<file path="config.mk">
export PLATFORM = sky130hd
export DESIGN_NAME = zint_src
export DESIGN_NICKNAME = d
export VERILOG_FILES = /design/src/rtl/zint_src_pkg.sv /design/src/rtl/zint_src_raster_ctr.sv /design/src/rtl/zint_src.sv
export SDC_FILE = /design/constraint.sdc
export NUM_CORES = 1
export LEC_CHECK = 0
export ABC_CLOCK_PERIOD_IN_PS = 2370
export CORE_MARGIN = 5
export CORE_UTILIZATION = 55
export CTS_CLUSTER_SIZE = 25
export DETAILED_ROUTE_END_ITERATION = 16
export MAX_ROUTING_LAYER = met4
export PLACE_DENSITY = 0.77
export REMOVE_ABC_BUFFERS = 1
export SLEW_MARGIN = 20
export SYNTH_ARGS = -nofsm -noshare
export SYNTH_HDL_FRONTEND = slang
export SYNTH_HIERARCHICAL = 1
export SYNTH_SLANG_ARGS = --single-unit
</file>
<file path="constraint.sdc">
create_clock -name clk -period 2.37 [get_ports clk]
set_clock_uncertainty 0.2 [all_clocks]
set_input_delay 0.474 -clock clk [delete_from_list [all_inputs] [get_ports clk]]
set_output_delay 0.474 -clock clk [all_outputs]
set_load 0.01 [all_outputs]
</file>
<file path="src/rtl/zint_src_pkg.sv">
// Shared definitions for the Z80 interrupt-source generator: register map,
// default counter widths and the registered pulse bundle.
package zint_src_pkg;

    localparam int ZINT_HW_DEF = 9;
    localparam int ZINT_VW_DEF = 9;

    typedef enum logic [1:0] {
        ZINT_HSINT  = 2'd0,
        ZINT_VSINTL = 2'd1,
        ZINT_VSINTH = 2'd2,
        ZINT_RSVD   = 2'd3
    } zint_reg_e;

    typedef struct packed {
        logic frm;
        logic lin;
        logic dma;
    } zint_irq_t;

endpackage

</file>
<file path="src/rtl/zint_src_raster_ctr.sv">
// Raster position counters: horizontal in pixel tacts, vertical in lines.
// Both saturate at all-ones so a missing strobe never wraps into a false match.
module raster_ctr
    import zint_src_pkg::*;
#(
    parameter int HW = ZINT_HW_DEF,
    parameter int VW = ZINT_VW_DEF
) (
    input  logic          clk,
    input  logic          res_n,
    input  logic          ce_i,
    input  logic          line_start_i,
    input  logic          frame_start_i,
    output logic [HW-1:0] hcnt_o,
    output logic [VW-1:0] vcnt_o
);

    logic [HW-1:0] hcnt_q, hcnt_d;
    logic [VW-1:0] vcnt_q, vcnt_d;

    always_comb begin
        // NOTE: every comb output gets a default first, so no path can infer a latch.
        hcnt_d = hcnt_q;
        vcnt_d = vcnt_q;
        // The line strobe wins over a coincident pixel tact.
        if (line_start_i) begin
            hcnt_d = '0;
        end else if (ce_i && (hcnt_q != '1)) begin
            hcnt_d = hcnt_q + HW'(1);
        end
        if (frame_start_i) begin
            vcnt_d = '0;
        end else if (line_start_i && (vcnt_q != '1)) begin
            vcnt_d = vcnt_q + VW'(1);
        end
    end

    always_ff @(posedge clk or negedge res_n) begin
        // NOTE: state is updated with non-blocking assignments only, so every
        // register samples pre-edge values regardless of statement order.
        if (!res_n) begin
            hcnt_q <= '0;
            vcnt_q <= '0;
        end else begin
            hcnt_q <= hcnt_d;
            vcnt_q <= vcnt_d;
        end
    end

    assign hcnt_o = hcnt_q;
    assign vcnt_o = vcnt_q;

endmodule

</file>
<file path="src/rtl/zint_src.sv">
// Interrupt-source generator: frame/line INT at programmed raster positions
// and a DMA-end INT, each a registered single-clock pulse. Requires VW >= 9.
module zint_src
    import zint_src_pkg::*;
#(
    parameter int HW = ZINT_HW_DEF,
    parameter int VW = ZINT_VW_DEF
) (
    input  logic       clk,
    input  logic       res_n,
    input  logic       ce,
    input  logic       line_start,
    input  logic       frame_start,
    input  logic       dma_act,
    input  logic       regwr,
    input  logic [1:0] regaddr,
    input  logic [7:0] regdata,
    output logic       int_start_frm,
    output logic       int_start_lin,
    output logic       int_start_dma
);

    logic [HW-1:0] hcnt;
    logic [VW-1:0] vcnt;
    logic          hm;

    logic [7:0]    hint_q, hint_d;
    logic [VW-1:0] vint_wr_q, vint_wr_d;
    logic [VW-1:0] vint_q, vint_d;
    logic          armed_q, armed_d;
    logic          dma_r_q;
    zint_irq_t     irq_q, irq_d;

    raster_ctr #(
        .HW(HW),
        .VW(VW)
    ) u_raster (
        .clk           (clk),
        .res_n         (res_n),
        .ce_i          (ce),
        .line_start_i  (line_start),
        .frame_start_i (frame_start),
        .hcnt_o        (hcnt),
        .vcnt_o        (vcnt)
    );

    always_comb begin
        // hcnt moves on every match tact, so each line yields at most one hm.
        hm        = ce && !line_start && (hcnt == HW'({hint_q, 1'b0}));
        irq_d.lin = hm;
        irq_d.frm = hm && (vcnt == vint_q) && armed_q;
        irq_d.dma = dma_r_q && !dma_act;

        hint_d    = hint_q;
        vint_wr_d = vint_wr_q;
        if (regwr) begin
            case (zint_reg_e'(regaddr))
                ZINT_HSINT:  hint_d          = regdata;
                ZINT_VSINTL: vint_wr_d[7:0]  = regdata;
                ZINT_VSINTH: vint_wr_d[8]    = regdata[0];
                default:     ;
            endcase
        end

        // VSINT is shadowed so a mid-frame rewrite only applies from the next frame.
        vint_d  = frame_start ? vint_wr_q : vint_q;
        armed_d = armed_q;
        if (frame_start) begin
            armed_d = 1'b1;
        end else if (irq_d.frm) begin
            armed_d = 1'b0;
        end
    end

    always_ff @(posedge clk or negedge res_n) begin
        if (!res_n) begin
            hint_q    <= '0;
            vint_wr_q <= '0;
            vint_q    <= '0;
            armed_q   <= 1'b0;
            dma_r_q   <= 1'b0;
            irq_q     <= '0;
        end else begin
            hint_q    <= hint_d;
            vint_wr_q <= vint_wr_d;
            vint_q    <= vint_d;
            armed_q   <= armed_d;
            dma_r_q   <= dma_act;
            irq_q     <= irq_d;
        end
    end

    assign int_start_frm = irq_q.frm;
    assign int_start_lin = irq_q.lin;
    assign int_start_dma = irq_q.dma;

endmodule

</file>
==> summary.txt, run 1 <==
Logic synthesis
  – Cell count after synthesis: 179
  – Number of synthesized register bits: 49
  – Post-synthesis sequential area ratio: 54.6%
  – Distinct cells, synth: 30
  – Ys Warns: 6
  – Synthesized area per cell: 12.5 um^2
  – Netlist Area Pre-Place: 2250 um^2

CTS
  – CTS tree: yes
  – Root Buffer: clkbuf_8
  – Latest clock arrival within the worst-skew pair: 0.30 ns
  – Post-CTS sizing: 0
  – H-tree levels: 2
  – Clk slew on worst S/H paths: 0.10 ns
  – Total CTS buffers: 5
  – Cts hold-fix bufs: 0
  – Clock Sink Count: 49
  – Max clock buf depth: 2
  – Post-CTS Setup Bufs: 0

Worst hold path
  – HP Class: in -> async

Floorplan
  – Initial Util: 56.6%
  – Core region area: 3970 um^2
  – # rows: 23
  – Die W: 73.9 um
  – Die height: 73.9 um
  – I/O pin count: 20
  – Die ar.: 5460 um^2

STA
  – Setup violators final: 0
  – Fin. Hold Viols: 0
  – Worst-margin pin slew: 0.672 ns
  – Final slew viol count: 0
  – Worst Setup Slack, final: 0.190 ns
  – Setup TNS: 0 ns
  – Hold Slack: 0.000136 ns
  – RSZ-0062 raised after global routing: false
  – Fin crit share: 92.0%
  – Slew Limit Headroom: 55.2%
  – Max Freq: 0.459 GHz
  – Final min period: 2.18 ns

Global routing
  – Total congestion overflow: 0
  – GR Util met3: 3.97%
  – GR Util All Layers: 17.0%
  – Largest net degree at the start of global routing: 33
  – Vias in the first global route: 1429
  – Met1 usage: 23.6%
  – First-pass GRT wire length: 6870 um
  – Busiest grt layer: met2
  – Antenna violations before repair: 0
  – Met2 Resource Use GR: 25.3%

Run status
  – Outcome: finished clean

Setup path
  – Crit path required time: 2.35 ns
  – CP startpoint kind: register
  – CP Max Fanout: 9
  – Reg-to-reg slack, setup: 0.19 ns
  – Endpoint class of the critical path: register
  – Worst Path Arrival: 2.16 ns
  – Setup crit start: u_raster/hcnt_o[0]
  – R2R cell count: 9
  – Critical path type: reg -> reg
  – Reg2reg start: u_raster/hcnt_o[0]
  – R2r endpoint: u_raster/hcnt_o[5]

Detailed routing
  – Post-DR wirelength/cell: 15.2 um
  – Post-route ant nets: 0
  – Vias per inst: 5.43
  – Pre-antenna DRT Iters: 4
  – 1st-iter DRT viols: 95
  – Post-Route WL: 3890 um
  – DRC: 0
  – Vias: 1390

Cells and area
  – Final Core Density: 65.9%
  – Nets: 226
  – Register area: 1230 um^2
  – Final std cells w/o fill: 256
  – Fill count: 307
  – Fraction of layout cells with a size suffix above 1: 21.4%
  – Ant diodes: 0
  – Area delta synth->final: 16.6%
  – Design area: 2620 um^2
  – Multi-input gate area: 991 um^2

Pwr
  – Pint: 1.42 mW
  – P per Cell Area: 719 nW/um^2
  – Pwr Total: 1.88 mW
  – Net Sw Frac: 24.4%
  – Peak VDD IR: 0.000408 V
  – Leak: 1.13 nW
  – Switching pwr: 459 uW
  – Comb pwr share: 14.6%
  – Power share of the clock group: 31.9%
  – Sequential power share: 53.6%

Placement
  – Dpl ws: 0.206 ns
  – Port Buffer Count: 19
  – Placed insts: 248
  – Gpl congestion: 0.854
  – Post-DP HPWL: 2990 um
  – DP Area: 2500 um^2

Run
  – Max Cap Viol: 0
[placed cells by master, fill, tap and decap left out, drive strengths merged, types with 3 or more instances in the layout]
cell type and n:
and3 7, buf 6, clkbuf 5, clkdlybuf4s50 18, dfrtp 49, ha 4
mux2 26, mux2i 4, nand2 6, nand3 3, nand4 7, nor2 20
xnor2 18, xor2 12
[kinds of logic (layout without fill, tap and decap cells)]
kind of cell | Yosys count | in the layout | synth area share (%)
buffers and inverters | 5 | 32 | 1.28
DFF | 49 | 49 | 54.6
adders and majority gates | 4 | 4 | 2.23
and+or+nand+nor | 55 | 55 | 13.7
xor gates and xnor gates | 30 | 30 | 11.7
muxes | 30 | 30 | 14.8
AOI/OAI and AO/OA | 6 | 6 | 1.67
[metal layers]
metal  part of all wire, %  routed length, um
met1                    49               1900
met2                    47               1820
met3                   3.6                140
met4                  0.49                 19
met5                     0                  0
[worst max path at each step]
| stage | endpoint | slack [ns] |
|---|---|---|
| floorplan | u_raster/hcnt_o[5] | 0.12 |
| global placement | hint_q[4] | 0.24 |
| detailed placement | hint_q[2] | 0.21 |
| CTS | u_raster/hcnt_o[5] | 0.21 |
| global route | u_raster/hcnt_o[7] | 0.07 |
| finish | u_raster/hcnt_o[5] | 0.19 |
[power groups by stage]
| stage | clock network [mW] | logic [mW] | registers [mW] |
|---|---|---|---|
| floorplan | 0 | 0.188 | 1.00 |
| global placement | 0 | 0.267 | 1.02 |
| detailed placement | 0 | 0.277 | 1.03 |
| CTS | 0.613 | 0.279 | 1.01 |
| global route | 0.650 | 0.306 | 1.02 |
| finish | 0.600 | 0.274 | 1.01 |
[cell type report]
class | count | share of cell area, %
Tap cell | 50 | 2.39
Clock buffer | 5 | 2.63
Clock inverter | 3 | 1.82
Multi-Input combinational cell | 125 | 37.8
Sequential cell | 49 | 46.8
Timing Repair Buffer | 24 | 8.50
[sequential cells by signal (all words and copies together), names as in the netlist]
name             count
int_start_lin        1
int_start_frm        1
dma_r_q              1
u_raster/hcnt_o      9
vint_wr_q            9
u_raster/vcnt_o      9
int_start_dma        1
vint_q               9
hint_q               8
armed_q              1
[cell usage after synthesis]
library cell  count  area [um^2]
nor2b_1           2         12.5
xor2_1           12          105
nand2_1           5         18.8
buf_2             2         10.0
and2b_1           1         7.51
or3_1             1         6.26
xnor2_1          18          158
ha_1              4         50.1
nand4b_1          1         8.76
nor3b_4           1         18.8
nor4_1            1         6.26
nor2_1           20         75.1
a21oi_1           2         10.0
dfrtp_1          49         1230
nor3_1            1         5.00
mux2_2           26          293
mux2i_1           4         40.0
o2111ai_1         2         17.5
nand3_1           3         15.0
nor4b_1           1         8.76
nand2_2           1         6.26
nand4_1           7         43.8
o21ai_1           2         10.0
and3_1            7         43.8
nand3b_1          1         7.51
clkbuf_1          1         3.75
buf_6             1         11.3
nand3b_2          1         11.3
buf_1             1         3.75
nor4_2            1         12.5
[worst max-delay path, cell delays in order, from the launching register on]
cell,delay (ns)
dfrtp_1,0.42
ha_1,0.26
and3_1,0.19
and3_1,0.17
ha_1,0.17
nor2b_1,0.11
buf_4,0.18
o2111ai_1,0.13
xor2_1,0.18
nor2_1,0.06
No activity file was read; power rests on OpenSTA's default activity.
==> run 2: changes to the inputs <==
- SLEW_MARGIN: 20 -> 10
==> results of run 2 <==
The final DEF is identical to that of run 1; final timing and power are the same.
==> run 3: changes to the inputs <==
- CTS_BUF_LIST: unset -> sky130_fd_sc_hd__clkbuf_8 sky130_fd_sc_hd__clkbuf_16
==> results of run 3 <==
The final DEF is identical to that of run 1; final timing and power are the same.
